**src/rtl/shift_seq_pkg.sv**
```systemverilog
// Shared definitions for the shift-register sequencer: select codes, FSM states, default width.
package shift_seq_pkg;

  localparam int DEF_WIDTH = 4;

  localparam logic [1:0] SEL_HOLD = 2'b00;
  localparam logic [1:0] SEL_SHL  = 2'b01;
  localparam logic [1:0] SEL_LOAD = 2'b10;

  typedef enum logic [1:0] {
    ST_IDLE  = 2'd0,
    ST_LOAD  = 2'd1,
    ST_SHIFT = 2'd2,
    ST_PAR   = 2'd3
  } state_t;

endpackage

```
**src/rtl/shift_seq_ctrl_if.sv**
```systemverilog
// Requester and serial-stream signals of shift_seq_ctrl; slave = controller, master = requesters/sink.
// Handshake: a requester holds reqN with stable dataN until the cycle gntN=1, which is the
// acceptance; ser_out/ser_last/ser_src are meaningful only when ser_valid=1 (no backpressure).
interface shift_seq_ctrl_if
  import shift_seq_pkg::*;
#(
  parameter int WIDTH = DEF_WIDTH
);
  logic             req0;
  logic [WIDTH-1:0] data0;
  logic             req1;
  logic [WIDTH-1:0] data1;
  logic             gnt0;
  logic             gnt1;
  logic             ser_out;
  logic             ser_valid;
  logic             ser_last;
  logic             ser_src;

  modport master (
    output req0, data0, req1, data1,
    input  gnt0, gnt1, ser_out, ser_valid, ser_last, ser_src
  );

  modport slave (
    input  req0, data0, req1, data1,
    output gnt0, gnt1, ser_out, ser_valid, ser_last, ser_src
  );
endinterface

```
**src/rtl/shift_seq_ctrl_rr_arb2.sv**
```systemverilog
// Two-way round-robin arbiter: on a tie the requester not granted last time wins.
module rr_arb2 (
  input  logic req0,
  input  logic req1,
  input  logic last_gnt,
  input  logic en,
  output logic gnt0,
  output logic gnt1
);
  always_comb begin
    gnt0 = 1'b0;
    gnt1 = 1'b0;
    if (en) begin
      if (req0 && (!req1 || last_gnt)) begin
        gnt0 = 1'b1;
      end else if (req1) begin
        gnt1 = 1'b1;
      end
    end
  end
endmodule

```
**src/rtl/shift_seq_ctrl.sv**
```systemverilog
// Sequencer/arbiter for the 4-bit universal shift register: load granted word, shift it out MSB-first.
// Optional trailing even-parity bit when SHIFT_SEQ_PARITY_EN is defined.
module shift_seq_ctrl
  import shift_seq_pkg::*;
#(
  parameter int WIDTH = DEF_WIDTH,
  parameter int CNT_W = 2
) (
  input  logic             clk,
  input  logic             reset,
  shift_seq_ctrl_if.slave  bus,
  output logic [1:0]       sel,
  output logic [WIDTH-1:0] u,
  input  logic             t3,
  output logic             busy,
  output state_t           state_dbg
);
  state_t           state;
  state_t           state_nxt;
  logic [CNT_W-1:0] cnt;
  logic             last_gnt;
  logic             src_q;
  logic             gnt0_w;
  logic             gnt1_w;
  logic             ser_out_c;
  logic             ser_valid_c;
  logic             ser_last_c;

  // Grants are masked during reset so nothing is accepted in a reset cycle.
  rr_arb2 u_arb (
    .req0     (bus.req0),
    .req1     (bus.req1),
    .last_gnt (last_gnt),
    .en       ((state == ST_IDLE) && reset),
    .gnt0     (gnt0_w),
    .gnt1     (gnt1_w)
  );

  always_ff @(posedge clk) begin
    if (!reset) begin
      state    <= ST_IDLE;
      cnt      <= '0;
      u        <= '0;
      src_q    <= 1'b0;
      last_gnt <= 1'b1;
    end else begin
      state <= state_nxt;
      if (gnt0_w) begin
        u        <= bus.data0;
        src_q    <= 1'b0;
        last_gnt <= 1'b0;
      end else if (gnt1_w) begin
        u        <= bus.data1;
        src_q    <= 1'b1;
        last_gnt <= 1'b1;
      end
      if (state == ST_LOAD) begin
        cnt <= '0;
      end else if (state == ST_SHIFT) begin
        cnt <= cnt + 1'b1;
      end
    end
  end

  always_comb begin
    state_nxt   = state;
    sel         = SEL_HOLD;
    ser_out_c   = 1'b0;
    ser_valid_c = 1'b0;
    ser_last_c  = 1'b0;
    case (state)
      ST_IDLE: begin
        if (gnt0_w || gnt1_w) state_nxt = ST_LOAD;
      end
      ST_LOAD: begin
        sel       = SEL_LOAD;
        state_nxt = ST_SHIFT;
      end
      ST_SHIFT: begin
        sel         = SEL_SHL;
        ser_out_c   = t3;
        ser_valid_c = 1'b1;
        if (cnt == CNT_W'(WIDTH - 1)) begin
`ifdef SHIFT_SEQ_PARITY_EN
          state_nxt  = ST_PAR;
`else
          ser_last_c = 1'b1;
          state_nxt  = ST_IDLE;
`endif
        end
      end
`ifdef SHIFT_SEQ_PARITY_EN
      // u still holds the word captured at grant, so parity needs no datapath readback.
      ST_PAR: begin
        ser_out_c   = ^u;
        ser_valid_c = 1'b1;
        ser_last_c  = 1'b1;
        state_nxt   = ST_IDLE;
      end
`endif
      default: state_nxt = ST_IDLE;
    endcase
  end

  assign bus.gnt0      = gnt0_w;
  assign bus.gnt1      = gnt1_w;
  assign bus.ser_out   = ser_out_c;
  assign bus.ser_valid = ser_valid_c;
  assign bus.ser_last  = ser_last_c;
  assign bus.ser_src   = src_q;
  assign busy          = (state != ST_IDLE);
  assign state_dbg     = state;

endmodule

```
**src/flat_wrapper.sv**
```systemverilog
// flat-port wrapper written by rule: the top's interface ports become plain ports
module shift_seq_ctrl_flat import shift_seq_pkg::*;
#(
  parameter int WIDTH = DEF_WIDTH,
  parameter int CNT_W = 2
)
  (clk, reset, sel, u, t3, busy, state_dbg, bus_req0, bus_data0, bus_req1, bus_data1, bus_gnt0, bus_gnt1, bus_ser_out, bus_ser_valid, bus_ser_last, bus_ser_src);
  shift_seq_ctrl_if #(.WIDTH(WIDTH)) bus_i ();
  input  logic clk;
  input  logic reset;
  output logic [1:0] sel;
  output logic [WIDTH-1:0] u;
  input  logic t3;
  output logic busy;
  output state_t state_dbg;
  input wire logic [$bits(bus_i.req0)-1:0] bus_req0;
  input wire logic [$bits(bus_i.data0)-1:0] bus_data0;
  input wire logic [$bits(bus_i.req1)-1:0] bus_req1;
  input wire logic [$bits(bus_i.data1)-1:0] bus_data1;
  output wire logic [$bits(bus_i.gnt0)-1:0] bus_gnt0;
  output wire logic [$bits(bus_i.gnt1)-1:0] bus_gnt1;
  output wire logic [$bits(bus_i.ser_out)-1:0] bus_ser_out;
  output wire logic [$bits(bus_i.ser_valid)-1:0] bus_ser_valid;
  output wire logic [$bits(bus_i.ser_last)-1:0] bus_ser_last;
  output wire logic [$bits(bus_i.ser_src)-1:0] bus_ser_src;
  assign bus_i.req0 = bus_req0;
  assign bus_i.data0 = bus_data0;
  assign bus_i.req1 = bus_req1;
  assign bus_i.data1 = bus_data1;
  assign bus_gnt0 = bus_i.gnt0;
  assign bus_gnt1 = bus_i.gnt1;
  assign bus_ser_out = bus_i.ser_out;
  assign bus_ser_valid = bus_i.ser_valid;
  assign bus_ser_last = bus_i.ser_last;
  assign bus_ser_src = bus_i.ser_src;
  shift_seq_ctrl #(.WIDTH(WIDTH), .CNT_W(CNT_W)) u_core (.clk(clk), .reset(reset), .bus(bus_i), .sel(sel), .u(u), .t3(t3), .busy(busy), .state_dbg(state_dbg));
endmodule
```
**config.mk**
```make
export PLATFORM = sky130hd
export DESIGN_NAME = shift_seq_ctrl_flat
export DESIGN_NICKNAME = d
export VERILOG_FILES = /design/src/rtl/shift_seq_pkg.sv /design/src/rtl/shift_seq_ctrl_if.sv /design/src/rtl/shift_seq_ctrl_rr_arb2.sv /design/src/rtl/shift_seq_ctrl.sv /design/src/flat_wrapper.sv
export SDC_FILE = /design/constraint.sdc
export NUM_CORES = 1
export LEC_CHECK = 0
export CORE_MARGIN = 1
export CORE_UTILIZATION = 42
export CTS_CLUSTER_SIZE = 8
export DETAILED_ROUTE_END_ITERATION = 6
export PLACE_DENSITY = 0.82
export RECOVER_POWER = 50
export SYNTH_ARGS = -nofsm -noshare
export SYNTH_HDL_FRONTEND = slang
export SYNTH_SLANG_ARGS = --single-unit
```
**constraint.sdc**
```tcl
create_clock -name clk -period 3.8 [get_ports clk]
set_input_delay 1.14 -clock clk [delete_from_list [all_inputs] [get_ports clk]]
set_output_delay 1.14 -clock clk [all_outputs]
set_load 0.01 [all_outputs]
```
==> flow_metrics.env <==
export IMPL_powerDensity_nw_per_um2=353
export IMPL_grt_pass1_vias=527
export IMPL_dieArea_sq_um=1560
export IMPL_rows=13
export IMPL_fill_cells=115
export IMPL_worstReg2RegStart="u_core.state_dbg[1]"
export IMPL_initial_core_util_pct=45.4
export IMPL_timing_fmax_ghz=0.269
export IMPL_cts_hold_buf=0
export IMPL_synth_area_per_cell_sq_um=8.68
export IMPL_setup_tns_final_ns=0
export IMPL_cts_buffers=3
export IMPL_htreeDepth=1
export IMPL_cp_start_kind="input port"
export IMPL_finalHoldViolCount=0
export IMPL_hold_path_class="flop to flop"
export IMPL_totalWireLength_microns=1410
export IMPL_ios=28
export IMPL_synthSimpleGateAreaFrac_pct=24.2
export IMPL_slew_headroom_pct=58.3
export IMPL_yosysTopAreaCell="dfxtp_1"
export IMPL_slew_viol_final=0
export IMPL_core_sq_um=1300
export IMPL_synth_top_cells_by_area="dfxtp_1 (34%), o311a_1 (6.8%), and4_1 (5.9%)"
export IMPL_synth_top_area_share_pct=33.9
export IMPL_synth_compound_area_share_pct=23.5
export IMPL_cp_data_required_time_ns=2.66
export IMPL_synth_top_family_by_area="simple AND/OR/NAND/NOR gates"
export IMPL_netlist_cell_type_count=26
export IMPL_drc=0
export IMPL_post_route_period_util_pct=97.9
export IMPL_clk_latency_ns=0.26
export IMPL_synthMuxAreaShare_pct=0
export IMPL_slowest_delay_ns=0.54
export IMPL_die_y_microns=39.5
export IMPL_cp_max_fo=4
export IMPL_syn_area_sq_um=591
export IMPL_clk_pin_slew_ns=0.07
export IMPL_final_core_util_pct=69.4
export IMPL_grt_pass1_wl_microns=2150
export IMPL_fin_total_pwr_mw=0.319
export IMPL_cp_top_family="buffers and inverters"
export IMPL_cap_violations=0
export IMPL_ys_flop_type="dfxtp_1"
export IMPL_crit_start="reset"
export IMPL_async_flop_share_pct=0
export IMPL_end_kind="primary output"
export IMPL_wl_met2_microns=702
export IMPL_synth_edf_count=0
export IMPL_wl_met3_microns=83
export IMPL_grt_max_degree=12
export IMPL_yosysMostFrequentCell="dfxtp_1"
export IMPL_syn_num_nets=82
export IMPL_syn_instance_count=68
export IMPL_p_leak_nw=0.410
export IMPL_area_growth_pct=53.0
export IMPL_dp_hpwl_microns=1040
export IMPL_crit_type="input port to primary output"
export IMPL_vdd_drop_max_mv=0.201
export IMPL_layout_drive_gt1_share_pct=10.3
export IMPL_path_cells="clkdlybuf4s50_1 > nor3b_4 > and3_1 > clkdlybuf4s50_1"
export IMPL_layout_setup_ws_ns=0.0788
export IMPL_antennaDiodeCount=0
export IMPL_wl_per_cell_microns=12.6
export IMPL_vias=624
export IMPL_track_usage_pct=20.7
export IMPL_die_width_microns=39.5
export IMPL_synthXorXnorAreaFrac_pct=2.97
export IMPL_cts_buffer_depth=2
export IMPL_nets=112
export IMPL_skew_ns=0.00477
export IMPL_hp_start="u_core.cnt[1]"
export IMPL_io_buffers=27
export IMPL_cts_root_buf="clkbuf_4"
export IMPL_grt_antenna_before_repair=0
export IMPL_synth_seq_cells=10
export IMPL_drt_met1_wl_microns=606
export IMPL_dr_pass1_iters=4
export IMPL_crit_slowest_cell="clkdlybuf4s50_1"
export IMPL_rsz0062_at_grt="false"
export IMPL_setup_viol=0
export IMPL_whs_ns=0.512
export IMPL_cts_tree="yes"
export IMPL_cts_sinks=10
export IMPL_place_ws_ns=0.0639
export IMPL_worstPathArrival_ns=2.58
export IMPL_layout_min_cycle_time_ns=3.72
export IMPL_synthAdderAreaFrac_pct=2.12
export IMPL_route_antenna_remaining_nets=0
export IMPL_yosysWarnings=0
export IMPL_crit_top_cell="clkdlybuf4s50_1"
export IMPL_drt_first_iter_violations=9
export IMPL_grt_remaining_overflow=0
export IMPL_tightest_slew_ns=0.619
export IMPL_yosysSeqAreaShare_pct=33.9
export IMPL_critPathBufInv=2
export IMPL_vias_per_cell=5.57
export IMPL_synthTopCellsByCount="dfxtp_1 (10), inv_1 (8), a31oi_1 (5), nor2_1 (5)"
export IMPL_gp_congestion=0.718
export IMPL_top_layer="met4"
export IMPL_status="finished clean"
worst min-delay path, cell delays in order (launching register included):
cell     delay (ns)
dfxtp_1        0.33
a22oi_1        0.07
nor2_1         0.08
kinds of logic (layout without fill, tap and decap cells):
logic type                 after synthesis  count (layout)
AOI/OAI and AO/OA                       19              19
adders and majority gates                1               1
xor gates and xnor gates                 2               2
and+or+nand+nor                         21              21
DFF                                     10              10
buffers and inverters                   15              44
layer usage:
metal	GRT usage [%]	up-vias
met1	23.9	294
met5	0	-
met4	10.3	0
met3	3.41	4
li1	-	297
met2	36.1	29
cell usage in the layout (no fill, tap or decap), drive strengths merged, types with 2 or more instances in the layout:
cell type       n
dlygate4sd3     6
nor2            5
clkbuf          5
buf             4
nor3b           2
o311a           4
and4            4
xnor2           2
dfxtp          10
a21oi           2
and2            2
o21bai          4
inv             8
and3            2
clkdlybuf4s50  20
a31oi           5
nor2b           2
power breakdown:
group | switching, mW | internal (mW)
logic | 0.0400 | 0.0578
registers | 0.0108 | 0.115
clock network | 0.0376 | 0.0581
worst paths after layout:
check | endpoint | slack [ns] | depth (start not counted)
setup / recovery | bus_gnt0 | 0.08 | 4
hold / removal | u_core.cnt[1] | 0.51 | 2
setup reg to reg | u_core.u[2] | 2.05 | 5
hold reg to reg | u_core.cnt[1] | 0.51 | 2
area by class of cell:
cell class / count / area, sq um / area share, %
Sequential cell: 10 / 200 / 22.2
Multi-Input combinational cell: 43 / 312 / 34.5
Tap cell: 15 / 18.8 / 2.08
Clock buffer: 4 / 36.3 / 4.02
Inverter: 8 / 30.0 / 3.32
Timing Repair Buffer: 32 / 307 / 33.9
timing repair:
| item | CTS | global route |
|---|---|---|
| setup endpoints to repair | 0 | 2 |
| gates resized for setup | 0 | 1 |
| setup buffers | 0 | 1 |
metrics by stage:
stage	cells	area, sq um
after floorplan	68	591
after global placement	107	861
after detailed placement	107	861
after CTS	111	897
after global routing	112	903
final	112	903
registers in the layout, summed over array words and instances, names as in the netlist:
register            cells
u_core.bus.ser_src      1
u_core.last_gnt         1
u_core.cnt              2
u_core.state_dbg        2
u_core.u                4
Note: power is estimated with default switching activity, not from simulation.
